$ cat src/rtl/pbus_master.sv
// pbus_master: single-outstanding initiator for the peripheral memory bus.
// Accepts one CPU request at a time and drives it onto the bus with registered
// signals. It returns a one-cycle response pulse and keeps bus_valid low for at
// least two cycles between transactions.
// Optional feature macro: PBUS_TIMEOUT_EN. When it is defined, an access that
// sees no bus_ready for TIMEOUT_CYCLES cycles is aborted with an error
// response. Without the macro, ACCESS waits forever and resp_err is tied to 0.
module pbus_master #(
    parameter int unsigned ADDR_W         = 24,
    parameter int unsigned TIMEOUT_CYCLES = 256,
    parameter logic [31:0] ERR_RDATA      = 32'hDEAD_BEEF
) (
    input  logic              sys_clk,
    input  logic              rst,
    input  logic              req_valid,
    output logic              req_ready,
    input  logic [ADDR_W-1:0] req_addr,
    input  logic              req_write,
    input  logic [31:0]       req_wdata,
    input  logic [3:0]        req_wstrb,
    output logic              resp_valid,
    output logic [31:0]       resp_rdata,
    output logic              resp_err,
    output logic              bus_valid,
    output logic [ADDR_W-1:0] bus_addr,
    output logic              bus_write,
    output logic [31:0]       bus_wdata,
    output logic [3:0]        bus_wstrb,
    input  logic [31:0]       bus_rdata,
    input  logic              bus_ready
);

    typedef enum logic [1:0] {
        IDLE   = 2'd0,
        ACCESS = 2'd1,
        RESP   = 2'd2
    } state_e;

    state_e            state_q,      state_d;
    logic              bus_valid_q,  bus_valid_d;
    logic [ADDR_W-1:0] bus_addr_q,   bus_addr_d;
    logic              bus_write_q,  bus_write_d;
    logic [31:0]       bus_wdata_q,  bus_wdata_d;
    logic [3:0]        bus_wstrb_q,  bus_wstrb_d;
    logic              resp_valid_q, resp_valid_d;
    logic [31:0]       resp_rdata_q, resp_rdata_d;

`ifdef PBUS_TIMEOUT_EN
    localparam int unsigned CNT_W = (TIMEOUT_CYCLES > 1) ? $clog2(TIMEOUT_CYCLES) : 1;
    localparam logic [CNT_W-1:0] CNT_LAST = CNT_W'(TIMEOUT_CYCLES - 1);

    logic [CNT_W-1:0] cnt_q, cnt_d;
    logic             resp_err_q, resp_err_d;
`else
    // Timeout parameters have no function in this build.
    logic unused_params;
    assign unused_params = ^{ERR_RDATA, 32'(TIMEOUT_CYCLES)};
`endif

    // Request port is ready only while idle; it never looks at req_valid.
    assign req_ready  = (state_q == IDLE);

    assign bus_valid  = bus_valid_q;
    assign bus_addr   = bus_addr_q;
    assign bus_write  = bus_write_q;
    assign bus_wdata  = bus_wdata_q;
    assign bus_wstrb  = bus_wstrb_q;
    assign resp_valid = resp_valid_q;
    assign resp_rdata = resp_rdata_q;
`ifdef PBUS_TIMEOUT_EN
    assign resp_err   = resp_err_q;
`else
    assign resp_err   = 1'b0;
`endif

    // Next-state and next-output computation for the IDLE/ACCESS/RESP sequencer.
    always_comb begin
        // NOTE: every *_d gets a default before the case, so no path leaves one unassigned and no latch is inferred.
        state_d      = state_q;
        bus_valid_d  = bus_valid_q;
        bus_addr_d   = bus_addr_q;
        bus_write_d  = bus_write_q;
        bus_wdata_d  = bus_wdata_q;
        bus_wstrb_d  = bus_wstrb_q;
        resp_valid_d = 1'b0;
        resp_rdata_d = resp_rdata_q;
`ifdef PBUS_TIMEOUT_EN
        cnt_d        = cnt_q;
        resp_err_d   = resp_err_q;
`endif
        unique case (state_q)
            IDLE: begin
                if (req_valid) begin
                    bus_addr_d  = req_addr;
                    bus_write_d = req_write;
                    bus_wdata_d = req_wdata;
                    bus_wstrb_d = req_write ? req_wstrb : 4'h0;
                    bus_valid_d = 1'b1;
                    state_d     = ACCESS;
`ifdef PBUS_TIMEOUT_EN
                    cnt_d       = '0;
`endif
                end
            end
            ACCESS: begin
                // A completion wins over a timeout that expires in the same cycle.
                if (bus_ready) begin
                    resp_rdata_d = bus_write_q ? 32'h0 : bus_rdata;
                    resp_valid_d = 1'b1;
                    bus_valid_d  = 1'b0;
                    state_d      = RESP;
`ifdef PBUS_TIMEOUT_EN
                    resp_err_d   = 1'b0;
                end else if (cnt_q == CNT_LAST) begin
                    resp_rdata_d = ERR_RDATA;
                    resp_err_d   = 1'b1;
                    resp_valid_d = 1'b1;
                    bus_valid_d  = 1'b0;
                    state_d      = RESP;
                end else begin
                    cnt_d = cnt_q + CNT_W'(1);
`endif
                end
            end
            RESP: begin
                state_d = IDLE;
            end
            default: begin
                state_d     = IDLE;
                bus_valid_d = 1'b0;
            end
        endcase
    end

    // State and registered outputs; reset clears everything asynchronously.
    always_ff @(posedge sys_clk or posedge rst) begin
        // NOTE: sequential state uses non-blocking assignments so every flop samples pre-edge values.
        if (rst) begin
            state_q      <= IDLE;
            bus_valid_q  <= 1'b0;
            bus_addr_q   <= '0;
            bus_write_q  <= 1'b0;
            bus_wdata_q  <= 32'h0;
            bus_wstrb_q  <= 4'h0;
            resp_valid_q <= 1'b0;
            resp_rdata_q <= 32'h0;
`ifdef PBUS_TIMEOUT_EN
            cnt_q        <= '0;
            resp_err_q   <= 1'b0;
`endif
        end else begin
            state_q      <= state_d;
            bus_valid_q  <= bus_valid_d;
            bus_addr_q   <= bus_addr_d;
            bus_write_q  <= bus_write_d;
            bus_wdata_q  <= bus_wdata_d;
            bus_wstrb_q  <= bus_wstrb_d;
            resp_valid_q <= resp_valid_d;
            resp_rdata_q <= resp_rdata_d;
`ifdef PBUS_TIMEOUT_EN
            cnt_q        <= cnt_d;
            resp_err_q   <= resp_err_d;
`endif
        end
    end

endmodule

$ cat config.mk
export PLATFORM = sky130hd
export DESIGN_NAME = pbus_master
export DESIGN_NICKNAME = d
export VERILOG_FILES = /design/src/rtl/pbus_master.sv
export SDC_FILE = /design/constraint.sdc
export NUM_CORES = 1
export LEC_CHECK = 0
export ABC_CLOCK_PERIOD_IN_PS = 2600
export CAP_MARGIN = 20
export CELL_PAD_IN_SITES_DETAIL_PLACEMENT = 0
export CELL_PAD_IN_SITES_GLOBAL_PLACEMENT = 1
export CORE_MARGIN = 2
export CORE_UTILIZATION = 27
export CTS_CLUSTER_SIZE = 14
export DETAILED_ROUTE_END_ITERATION = 8
export GPL_ROUTABILITY_DRIVEN = 0
export GPL_TIMING_DRIVEN = 1
export PLACE_DENSITY_LB_ADDON = 0.1
export SETUP_SLACK_MARGIN = 0.02
export SKIP_CTS_REPAIR_TIMING = 1
export SYNTH_ARGS = -nofsm -noshare
export SYNTH_HDL_FRONTEND = slang
export SYNTH_SLANG_ARGS = --single-unit
$ cat constraint.sdc
create_clock -name sys_clk -period 2.6 [get_ports sys_clk]
set_input_delay 0.26 -clock sys_clk [delete_from_list [all_inputs] [get_ports sys_clk]]
set_output_delay 0.26 -clock sys_clk [all_outputs]
set_load 0.005 [all_outputs]
==> metrics.yaml <==
status: "finished, final reports clean"
clk_latency_ps: 340
dieArea_um2: 15000
wl_per_cell_um: 14.0
relSlewSlack_pct: 61.7
cp_max_fo: 34
finalHoldViolations: 0
path_delay_family: "buffers and inverters"
final.min_clock_period_ps: 1770
grtUsageTotal_pct: 12.7
whs_ps: 406
antennaDiodeCount: 0
fin_nets: 580
pre_cts_ws_ps: 691
rsz0062_at_grt: "no"
cp-end-kind: "output port"
maxCapViolCount: 0
fin_crit_sh_pct: 68.2
synth_nets: 391
synth_warnings: 0
syn_area_per_cell_um2: 12.9
die_y_um: 123
cts_tree: "yes"
first_pass_iters: 4
grt_pass1_vias: 2771
slew_viol_final: 0
cp-start-kind: "register"
num_vias: 2797
syn2layout_area_growth_pct: 62.7
antenna_found_initial: 0
netlist_instances: 294
powerDensity_nw_per_um2: 830
path_cells: "buf_4, clkdlybuf4s50_1"
nFillCells: 1280
cp_data_required_time_ps: 2340
stdcell_count: 668
dieWidth_um: 123
worstSetupPathType: "reg -> out"
ys_seq_area_share_pct: 63.9
swShare_pct: 25.1
netlist-cell-type-count: 19
pwr-share-seq_pct: 41.8
fmax_mhz: 564
coreArea_um2: 13800
rows: 43
place_inst: 652
drt_drc_violations_left: 0
p_switching_uw: 1290
tightest_slew_ps: 574
ctsRootBufferMaster: "clkbuf_16"
yosys.area.top_type: "dfrtp_1"
hold_path_class: "in -> async"
synth_area_leaders: "dfrtp_1 (64%), mux2_1 (12%), nand2b_1 (5.3%)"
fin_ws_ps: 827
ff_latch_area_um2: 2430
cts_sinks: 97
ios: 194
grt_max_degree: 98
intPower_uw: 3840
cp_slowest_cell: "clkdlybuf4s50_1"
peakVddDrop_mv: 0.306
drtAntennaViolNets: 0
synthDominantCellAreaShare_pct: 63.9
fin_setup_tns_ps: 0
drt-initial-drc-count: 76
multi_input_area_um2: 1220
comb_power_share_pct: 32.7
grt_first_pass_wirelength_mm: 14.3
critPathArrivalTime_ps: 1510
drive_gt1_share_pct: 7.38
cp_slowest_stage_delay_ps: 570
ys_seq_elements: 97
clock_skew_ps: 4.26
hpwl_mm: 6.56
clockPowerShare_pct: 25.5
io_buffers: 192
h-tree-depth: 3
drt-vias-per-instance: 4.19
timing.critical_path.buf_inv: 2
grt-ovfl-total: 0
setup_viol: 0
cts_made_buffers: 9
synth_area_um2: 3800
path_clk_slew_ps: 60
floorplan.initialDensity_pct: 27.5
routed_wl_mm: 9.39
power.leakage_uw: 0.00256
clk_path_buf_depth: 2
==> cell usage after synthesis <==
master / instances
conb_1: 1
nand3_1: 5
buf_6: 5
mux2i_1: 1
a21oi_1: 1
mux2_1: 40
nor3b_2: 1
clkbuf_1: 4
nor2_1: 2
nand2b_1: 32
nand2_1: 32
buf_2: 6
buf_1: 1
o21ai_0: 37
inv_1: 9
nand3b_1: 1
buf_4: 2
dfrtp_1: 97
mux2_2: 17
==> state kept, by name, indices dropped and copies added (netlist names) <==
register,cells
resp_rdata,32
state_q,2
bus_wstrb,4
bus_addr,24
bus_write,1
resp_valid,1
bus_wdata,32
bus_valid,1
==> placed cells by master, fill, tap and decap left out, drive strengths merged, types with 2 or more instances in the layout <==
master,instances
clkdlybuf4s50,192
dfrtp,97
mux2,57
o21ai,37
nand2b,32
nand2,32
clkbuf,13
inv,8
nand3,5
buf,4
nor2,2
clkinv,2
==> final cells by class <==
cell class | instances | area share [%]
Clock buffer | 13 | 4.05
Inverter | 9 | 0.607
Tap cell | 180 | 3.64
Timing Repair Buffer | 196 | 32.0
Clock inverter | 3 | 0.648
Multi-Input combinational cell | 170 | 19.8
Sequential cell | 97 | 39.3
==> cells by family after synthesis <==
group	share of synthesized area (%)
AO/OA/AOI/OAI	5.00
buffers and inverters	4.05
flip-flops	63.9
multiplexers	17.2
other	0.0987
AND/OR/NAND/NOR	9.81
==> path summary, 6_finish.rpt <==
path	startpoint	cells past startpoint	slack [ps]	to
min in group sys_clk	bus_rdata[26]	3	470	resp_rdata[26]
worst max-delay path	bus_write	2	830	bus_write
worst min-delay path	rst	3	410	bus_wdata[19]
max in group asynchronous	rst	3	1760	bus_wdata[26]
worst max register to register	state_q[0]	3	1040	bus_addr[15]
worst min register to register	resp_rdata[2]	2	480	resp_rdata[2]
==> per-layer routing <==
layer / up-vias / part of all wire, % / track usage [%]
li1: 1349 / - / -
met1: 1309 / 43 / 15.6
met2: 122 / 45 / 19.2
met3: 17 / 9.7 / 4.37
met4: 0 / 2.7 / 7.26
met5: - / 0 / 0
==> worst register-to-register path, cell delays in order, from the launching register on <==
cell and delay [ps]:
dfrtp_1 450, nor3b_4 260, buf_12 340, mux2_2 400
==> per-stage QoR <==
stage	power (uW)	utilization [%]	cell area [um2]
after floorplan	2730	-	3800
after global placement	3870	42.6	5890
after detailed placement	3900	42.6	5890
after CTS	5240	44.7	6180
after global routing	5490	44.7	6180
final	5130	44.7	6180
==> power by group through the flow <==
stage	Clock [uW]	Combinational (uW)	Sequential, uW
2_1_floorplan	0	517	2210
3_3_place_gp	0	1700	2160
3_5_place_dp	0	1720	2180
4_1_cts	1370	1720	2150
5_1_grt	1440	1840	2200
6_report	1310	1680	2150
(Power assumes the default switching activity.)
